--- config.mk ---
export PLATFORM = sky130hd
export DESIGN_NAME = crc16_frame_rx
export DESIGN_NICKNAME = d
export VERILOG_FILES = /design/src/rtl/crc16_frame_rx.sv
export SDC_FILE = /design/constraint.sdc
export NUM_CORES = 1
export LEC_CHECK = 0
export BUFFER_PORTS_ARGS = -buffer_cell sky130_fd_sc_hd__buf_2
export CORE_ASPECT_RATIO = 0.5
export CORE_MARGIN = 1.5
export CORE_UTILIZATION = 32
export CTS_CLUSTER_SIZE = 28
export DETAILED_ROUTE_END_ITERATION = 7
export HOLD_SLACK_MARGIN = 0.06
export SLEW_MARGIN = 0
export SYNTH_ARGS = -nofsm -noshare
export SYNTH_HDL_FRONTEND = slang
export SYNTH_SLANG_ARGS = --single-unit
--- constraint.sdc ---
create_clock -name clk -period 9.5 [get_ports clk]
set_input_delay 1.9 -clock clk [delete_from_list [all_inputs] [get_ports clk]]
set_output_delay 1.9 -clock clk [all_outputs]
set_load 0.05 [all_outputs]
--- src/rtl/crc16_frame_rx.sv ---
// Serial receiver for 40-bit frames: 24-bit payload then CRC-16-CCITT (poly 0x1021, init 0),
// MSB-first. Recomputes the CRC bit-serially and reports payload plus pass/fail.
module crc16_frame_rx #(
   parameter int unsigned ERR_CNT_W = 8
) (
   input  logic                 clk,
   input  logic                 rst,
   input  logic                 frame_start,
   input  logic                 bit_valid,
   input  logic                 bit_in,
   output logic [23:0]          payload_out,
   output logic                 out_valid,
   output logic                 crc_ok,
   output logic                 crc_err,
   output logic                 busy,
   output logic [ERR_CNT_W-1:0] err_count
);

   localparam logic [1:0] IDLE    = 2'd0;
   localparam logic [1:0] PAYLOAD = 2'd1;
   localparam logic [1:0] CRC     = 2'd2;
   localparam logic [1:0] DONE    = 2'd3;

   localparam logic [15:0] POLY = 16'h1021;

   logic [1:0]           state_q, state_d;
   logic [4:0]           cnt_q, cnt_d;
   logic [15:0]          lfsr_q, lfsr_d;
   logic [23:0]          pay_q, pay_d;
   logic [15:0]          rx_crc_q, rx_crc_d;
   logic [23:0]          payload_q, payload_d;
   logic                 ok_q, ok_d;
   logic                 err_q, err_d;
   logic [ERR_CNT_W-1:0] err_cnt_q, err_cnt_d;

   logic                 fb;
   logic [15:0]          lfsr_step;
   logic [15:0]          rx_crc_step;
   logic                 crc_match;

   always_comb begin
      fb          = bit_in ^ lfsr_q[15];
      lfsr_step   = {lfsr_q[14:0], 1'b0} ^ (fb ? POLY : 16'h0000);
      rx_crc_step = {rx_crc_q[14:0], bit_in};
      // The last CRC bit is still on bit_in when DONE is entered, so compare the shifted value.
      crc_match   = (rx_crc_step == lfsr_q);
   end

   always_comb begin
      state_d   = state_q;
      cnt_d     = cnt_q;
      lfsr_d    = lfsr_q;
      pay_d     = pay_q;
      rx_crc_d  = rx_crc_q;
      payload_d = payload_q;
      ok_d      = ok_q;
      err_d     = err_q;
      err_cnt_d = err_cnt_q;

      if (frame_start) begin
         // Restart from any state; a bit presented alongside frame_start is dropped.
         state_d = PAYLOAD;
         cnt_d   = 5'd0;
         lfsr_d  = 16'h0000;
      end else begin
         unique case (state_q)
            IDLE: begin
            end
            PAYLOAD: begin
               if (bit_valid) begin
                  lfsr_d = lfsr_step;
                  pay_d  = {pay_q[22:0], bit_in};
                  if (cnt_q == 5'd23) begin
                     cnt_d   = 5'd0;
                     state_d = CRC;
                  end else begin
                     cnt_d = cnt_q + 5'd1;
                  end
               end
            end
            CRC: begin
               if (bit_valid) begin
                  rx_crc_d = rx_crc_step;
                  if (cnt_q == 5'd15) begin
                     cnt_d     = 5'd0;
                     state_d   = DONE;
                     payload_d = pay_q;
                     ok_d      = crc_match;
                     err_d     = !crc_match;
                     if (!crc_match && (err_cnt_q != {ERR_CNT_W{1'b1}})) begin
                        err_cnt_d = err_cnt_q + 1'b1;
                     end
                  end else begin
                     cnt_d = cnt_q + 5'd1;
                  end
               end
            end
            DONE: begin
               state_d = IDLE;
            end
            default: begin
               state_d = IDLE;
            end
         endcase
      end
   end

   always_ff @(posedge clk or posedge rst) begin
      if (rst) begin
         state_q   <= IDLE;
         cnt_q     <= 5'd0;
         lfsr_q    <= 16'h0000;
         pay_q     <= 24'h000000;
         rx_crc_q  <= 16'h0000;
         payload_q <= 24'h000000;
         ok_q      <= 1'b0;
         err_q     <= 1'b0;
         err_cnt_q <= '0;
      end else begin
         state_q   <= state_d;
         cnt_q     <= cnt_d;
         lfsr_q    <= lfsr_d;
         pay_q     <= pay_d;
         rx_crc_q  <= rx_crc_d;
         payload_q <= payload_d;
         ok_q      <= ok_d;
         err_q     <= err_d;
         err_cnt_q <= err_cnt_d;
      end
   end

   always_comb begin
      payload_out = payload_q;
      out_valid   = (state_q == DONE);
      crc_ok      = ok_q;
      crc_err     = err_q;
      busy        = (state_q == PAYLOAD) || (state_q == CRC);
      err_count   = err_cnt_q;
   end

endmodule

Yosys cells after proc, flatten, opt, wreduce, memory -nomap -nowiden --
Cells that the tools add are included.
Word-level totals: bits of input ports 5, register bits after elaboration 96, logic and storage cells 55
Operators by class: add/sub/neg operators 2, reduce and logical (&&, ||, !) cells 14, multiplexer cells 16, equality and inequality tests 11, bitwise gates (word level) 3
Operators with widths (count):
- two-way mux 16 bit | 3
- two-way mux 5 bit | 5
- equality test 16 bit | 1
- bitwise XOR 16 x 13 -> 16 bit | 1
- two-way mux 13 bit | 1
- inequality test 3 bit, second input constant | 4
- two-way mux 2 bit | 5
- one-hot mux 5 bit (2 select lines) | 1
- AND reduction 5 bit | 2
- AND reduction 3 bit | 3
- adder 8 x 1 -> 8 bit, second input constant | 1
- inequality test 8 bit, second input constant | 1
- one-hot mux 2 bit (3 select lines) | 1
- adder 5 x 1 -> 5 bit, second input constant | 1
- equality test 5 x 4 -> 1 bit, second input constant | 1
- equality test 5 bit, second input constant | 1
- equality test 2 bit, second input constant | 2
- AND reduction 4 bit | 1
- nonzero test 2 bit | 2
- nonzero test 4 bit | 1
- nonzero test 3 bit | 1
- equality test 2 x 1 -> 1 bit, second input constant | 1
- AND reduction 2 bit | 1
- logical AND 1 bit | 1
- 4 further kinds | 4

Longest topological paths before layout --
depth in word-level cells 6, mapped depth 9, depth with buffers taken out 8

Worst setup path before layout --
No wires, ideal clock.
path type in2reg, from in bit_in, to reg err_cnt_q[1] (netlist: err_count[1]), data arrival time 2.975 ns, path buffers 0, library setup time 0.125 ns, stages on the path 5, required time 9.375 ns, slack 6.400 ns, cells stage by stage xnor2_1 nand4_1 nor4_4 nor2_2 mux2_4
Between the ends: cells in the longest elaborated chain, start to end 4
Ends and longest elaborated chain:
- from (decl) | line 10 | input logic bit_in,
- equality test 16 bit | line 46 | crc_match = (rx_crc_step == lfsr_q);
- zero test 1 bit | line 90 | if (!crc_match && (err_cnt_q != {ERR_CNT_W{1'b1}})) begin
- logical AND 1 bit | line 90
- AND reduction 5 bit (no line)
- to (signal assigned) | line 128 | err_cnt_q <= err_cnt_d;
- to (decl) | line 34 | logic [ERR_CNT_W-1:0] err_cnt_q, err_cnt_d;
No other way between the ends. A chain may end at the register's enable or synchronous reset.

Final worst setup path --
from in frame_start, to reg err_cnt_q[3] (netlist: err_count[3])
Between the ends: cells in the longest elaborated chain, start to end 2
Ends and longest elaborated chain:
- from (decl) | line 8 | input logic frame_start,
- inverter 1 bit (no line)
- AND reduction 5 bit (no line)
No other way between the ends.

==> flow_metrics.tcl <==
set metrics [dict create \
    start_kind "primary input" \
    finalHoldViolations 0 \
    p_leak_nw 2.54 \
    drive_gt1_share_pct 18.1 \
    place_area_um2 4450 \
    tightest_slew_ns 0.990 \
    maxSlewViolCount 0 \
    hold_path_class "reg -> reg" \
    tritoncts "yes" \
    cp-end-kind "flip-flop" \
    setup_viol 0 \
    period_needed_ns 3.48 \
    cts_inserted_buffers 9 \
    routedWlPerCell_um 12.7 \
    worst_slack_ns 6.02 \
    crit_fanout 28 \
    groute.layer.met3.usage_pct 4.60 \
    ys_seq_area_share_pct 58.8 \
    syn_avg_cell_area_um2 10.4 \
    portBuffers 40 \
    clk_pin_slew_ns 0.06 \
    post_cts_buffers 0 \
    ioPinCount 41 \
    grt_setup_unrepaired "false" \
    yosys.cell_types.count 41 \
    fin_crit_sh_pct 36.6 \
    required_ns 9.76 \
    cts_sinks 96 \
    preCtsSetupSlack_ns 5.65 \
    globalRouteOverflowTotal 0 \
    yosys_warnings 0 \
    fp.dieH_um 82.9 \
    final_common_cell "nand2_1" \
    start_util_pct 33.7 \
    hold_path_startpoint "payload_out[18]" \
    p_switching_mw 0.297 \
    design_area_um2 4710 \
    clockBufferDepth 2 \
    grt.busiest_layer "met2" \
    p_sw_share_pct 30.4 \
    ctsResizeCount 0 \
    relSlewSlack_pct 33.8 \
    utilization_pct 38.9 \
    routed_wl_mm 7.62 \
    viasPerCell 4.57 \
    use_met1_pct 16.8 \
    row_count 28 \
    p_clk_share_pct 33.5 \
    yosysTopAreaCellShare_pct 58.8 \
    drt-pass1-iter-count 4 \
    synthesis.nets 406 \
    area_delta_synth_final_pct 15.3 \
    ant_nets 0 \
    dr_total_vias 2744 \
    grt_use_total_pct 12.4 \
    status "complete, no violations" \
    syn_area_um2 4090 \
    h-tree-depth 3 \
    seqPwrFrac_pct 49.1 \
    fin_setup_tns_ns 0 \
    timing.rr.start "cnt_q[0]" \
    drc_errors 0 \
    fin_nets 443 \
    synthTopCellsByArea "dfrtp_1 (59%), nand2_1 (14%), mux2_2 (4.1%), xnor2_1 (4.1%), a22o_1 (3.2%)" \
    antenna_cells 0 \
    grt_pass1_wl_mm 13.4 \
    most-common-layout-cells "nand2_1 (156), dfrtp_1 (96), buf_2 (40)" \
    place_hpwl_mm 4.98 \
    power.density_nw_per_um2 207 \
    crit_type "in -> reg" \
    syn_inst 394 \
    hold_depth 2 \
    cellInternalPower_mw 0.681 \
    min_to "payload_out[18]" \
    grt_max_degree 59 \
    drtIter0Drc 149 \
    max_cap_viol_count 0 \
    synth_seq_cells 96 \
    insertion_delay_ns 0.34 \
    cp.arrival_ns 3.74 \
    die_w_um 163 \
    worst_r2r_endpoint "err_count[3]" \
    core_area_um2 12100 \
    irDropWorstVdd_uv 82.5 \
    synth_top_cell_by_area "dfrtp_1" \
    antenna_found_initial 0 \
    clock.fmax_mhz 288 \
    root_buffer "clkbuf_16" \
    die_area_um2 13500 \
    p_comb_share_pct 17.5 \
    cts_hold_buf 0 \
    gp_congestion 0.710 \
    r2r_slack_ns 6.75 \
    rr_worst_depth 8 \
    grt_pass1_vias 2775 \
    grtUsageMet2_pct 18.3 \
    clock_skew_ns 0.00803 \
]
## synth_stat cells, drive strengths merged
master	n
nand2	156
dfrtp	96
xnor2	19
mux2	16
a22o	15
clkbuf	10
inv	10
buf	7
ha	7
xor2	7
nor2	6
o21ai	6
a21oi	5
nand4	4
nand3	3
nor4	3
and3b	2
nand2b	2
nand4b	2
o21a	2
o31ai	2
a211oi	1
a21o	1
a22oi	1
a311o	1
a41oi	1
and2	1
and3	1
and4	1
mux2i	1
nand3b	1
nor2b	1
nor3	1
nor4b	1
o221ai	1
## power groups by stage
stage          clock, mW  combinational, mW  sequential, mW
6_report           0.327              0.171           0.480
5_1_grt            0.356              0.195           0.485
4_1_cts            0.339              0.174           0.480
3_5_place_dp           0              0.172           0.487
3_3_place_gp           0              0.170           0.486
2_1_floorplan          0              0.139           0.479
## cells by family after synthesis
kind of cell,Yosys count,share of synthesized area [%]
compound gates,36,6.61
xor+xnor,26,5.57
fa+ha+maj,7,2.14
buf+inv,27,2.69
flops,96,58.8
mux,17,4.74
simple gates,185,19.5
## state kept, by name, indices dropped and copies added, names as in the netlist
register / flops
err_count: 8
crc_ok: 1
state_q: 2
cnt_q: 5
rx_crc_q: 15
crc_err: 1
payload_out: 24
lfsr_q: 16
pay_q: 24
## how the worst max path moves through the flow
| stage | from | end | slack [ns] |
|---|---|---|---|
| 2_1_floorplan | rst | cnt_q[0] | 5.09 |
| 3_3_place_gp | frame_start | err_count[3] | 5.66 |
| 3_5_place_dp | frame_start | err_count[3] | 5.65 |
| 4_1_cts | frame_start | err_count[3] | 6.00 |
| 5_1_grt | frame_start | err_count[3] | 5.80 |
| 6_report | frame_start | err_count[3] | 6.02 |
## critical path, stage by stage
cell and delay, ns:
buf_2 0.15, nand4b_4 0.46, inv_2 0.51, o21ai_2 0.16, nor4b_1 0.38, xor2_1 0.17
## layout make-up
| type | instances | area (um2) |
|---|---|---|
| inverters | 10 | 40.0 |
| well taps | 165 | 206 |
| fillers | 1211 | 7410 |
| clock buffers | 11 | 233 |
| clock inverters | 5 | 32.5 |
| repair buffers | 43 | 223 |
| multi-input cells | 271 | 1580 |
| flip-flops and latches | 96 | 2400 |
## routing by layer
| metal | wire length [um] | part of all wire (%) |
|---|---|---|
| met1 | 3870 | 51 |
| met4 | 82 | 1.1 |
| met2 | 3280 | 43 |
| met3 | 386 | 5.1 |
| met5 | 0 | 0 |
## through the flow
step                total power, mW  cells  hold WS, ns
global route                   1.04    601        0.501
CTS                           0.992    601        0.474
global placement              0.656    585        0.456
finish                        0.978    601        0.468
floorplan                     0.618    394        0.439
detailed placement            0.659    585        0.457
Note: power is estimated with default switching activity, not from simulation.
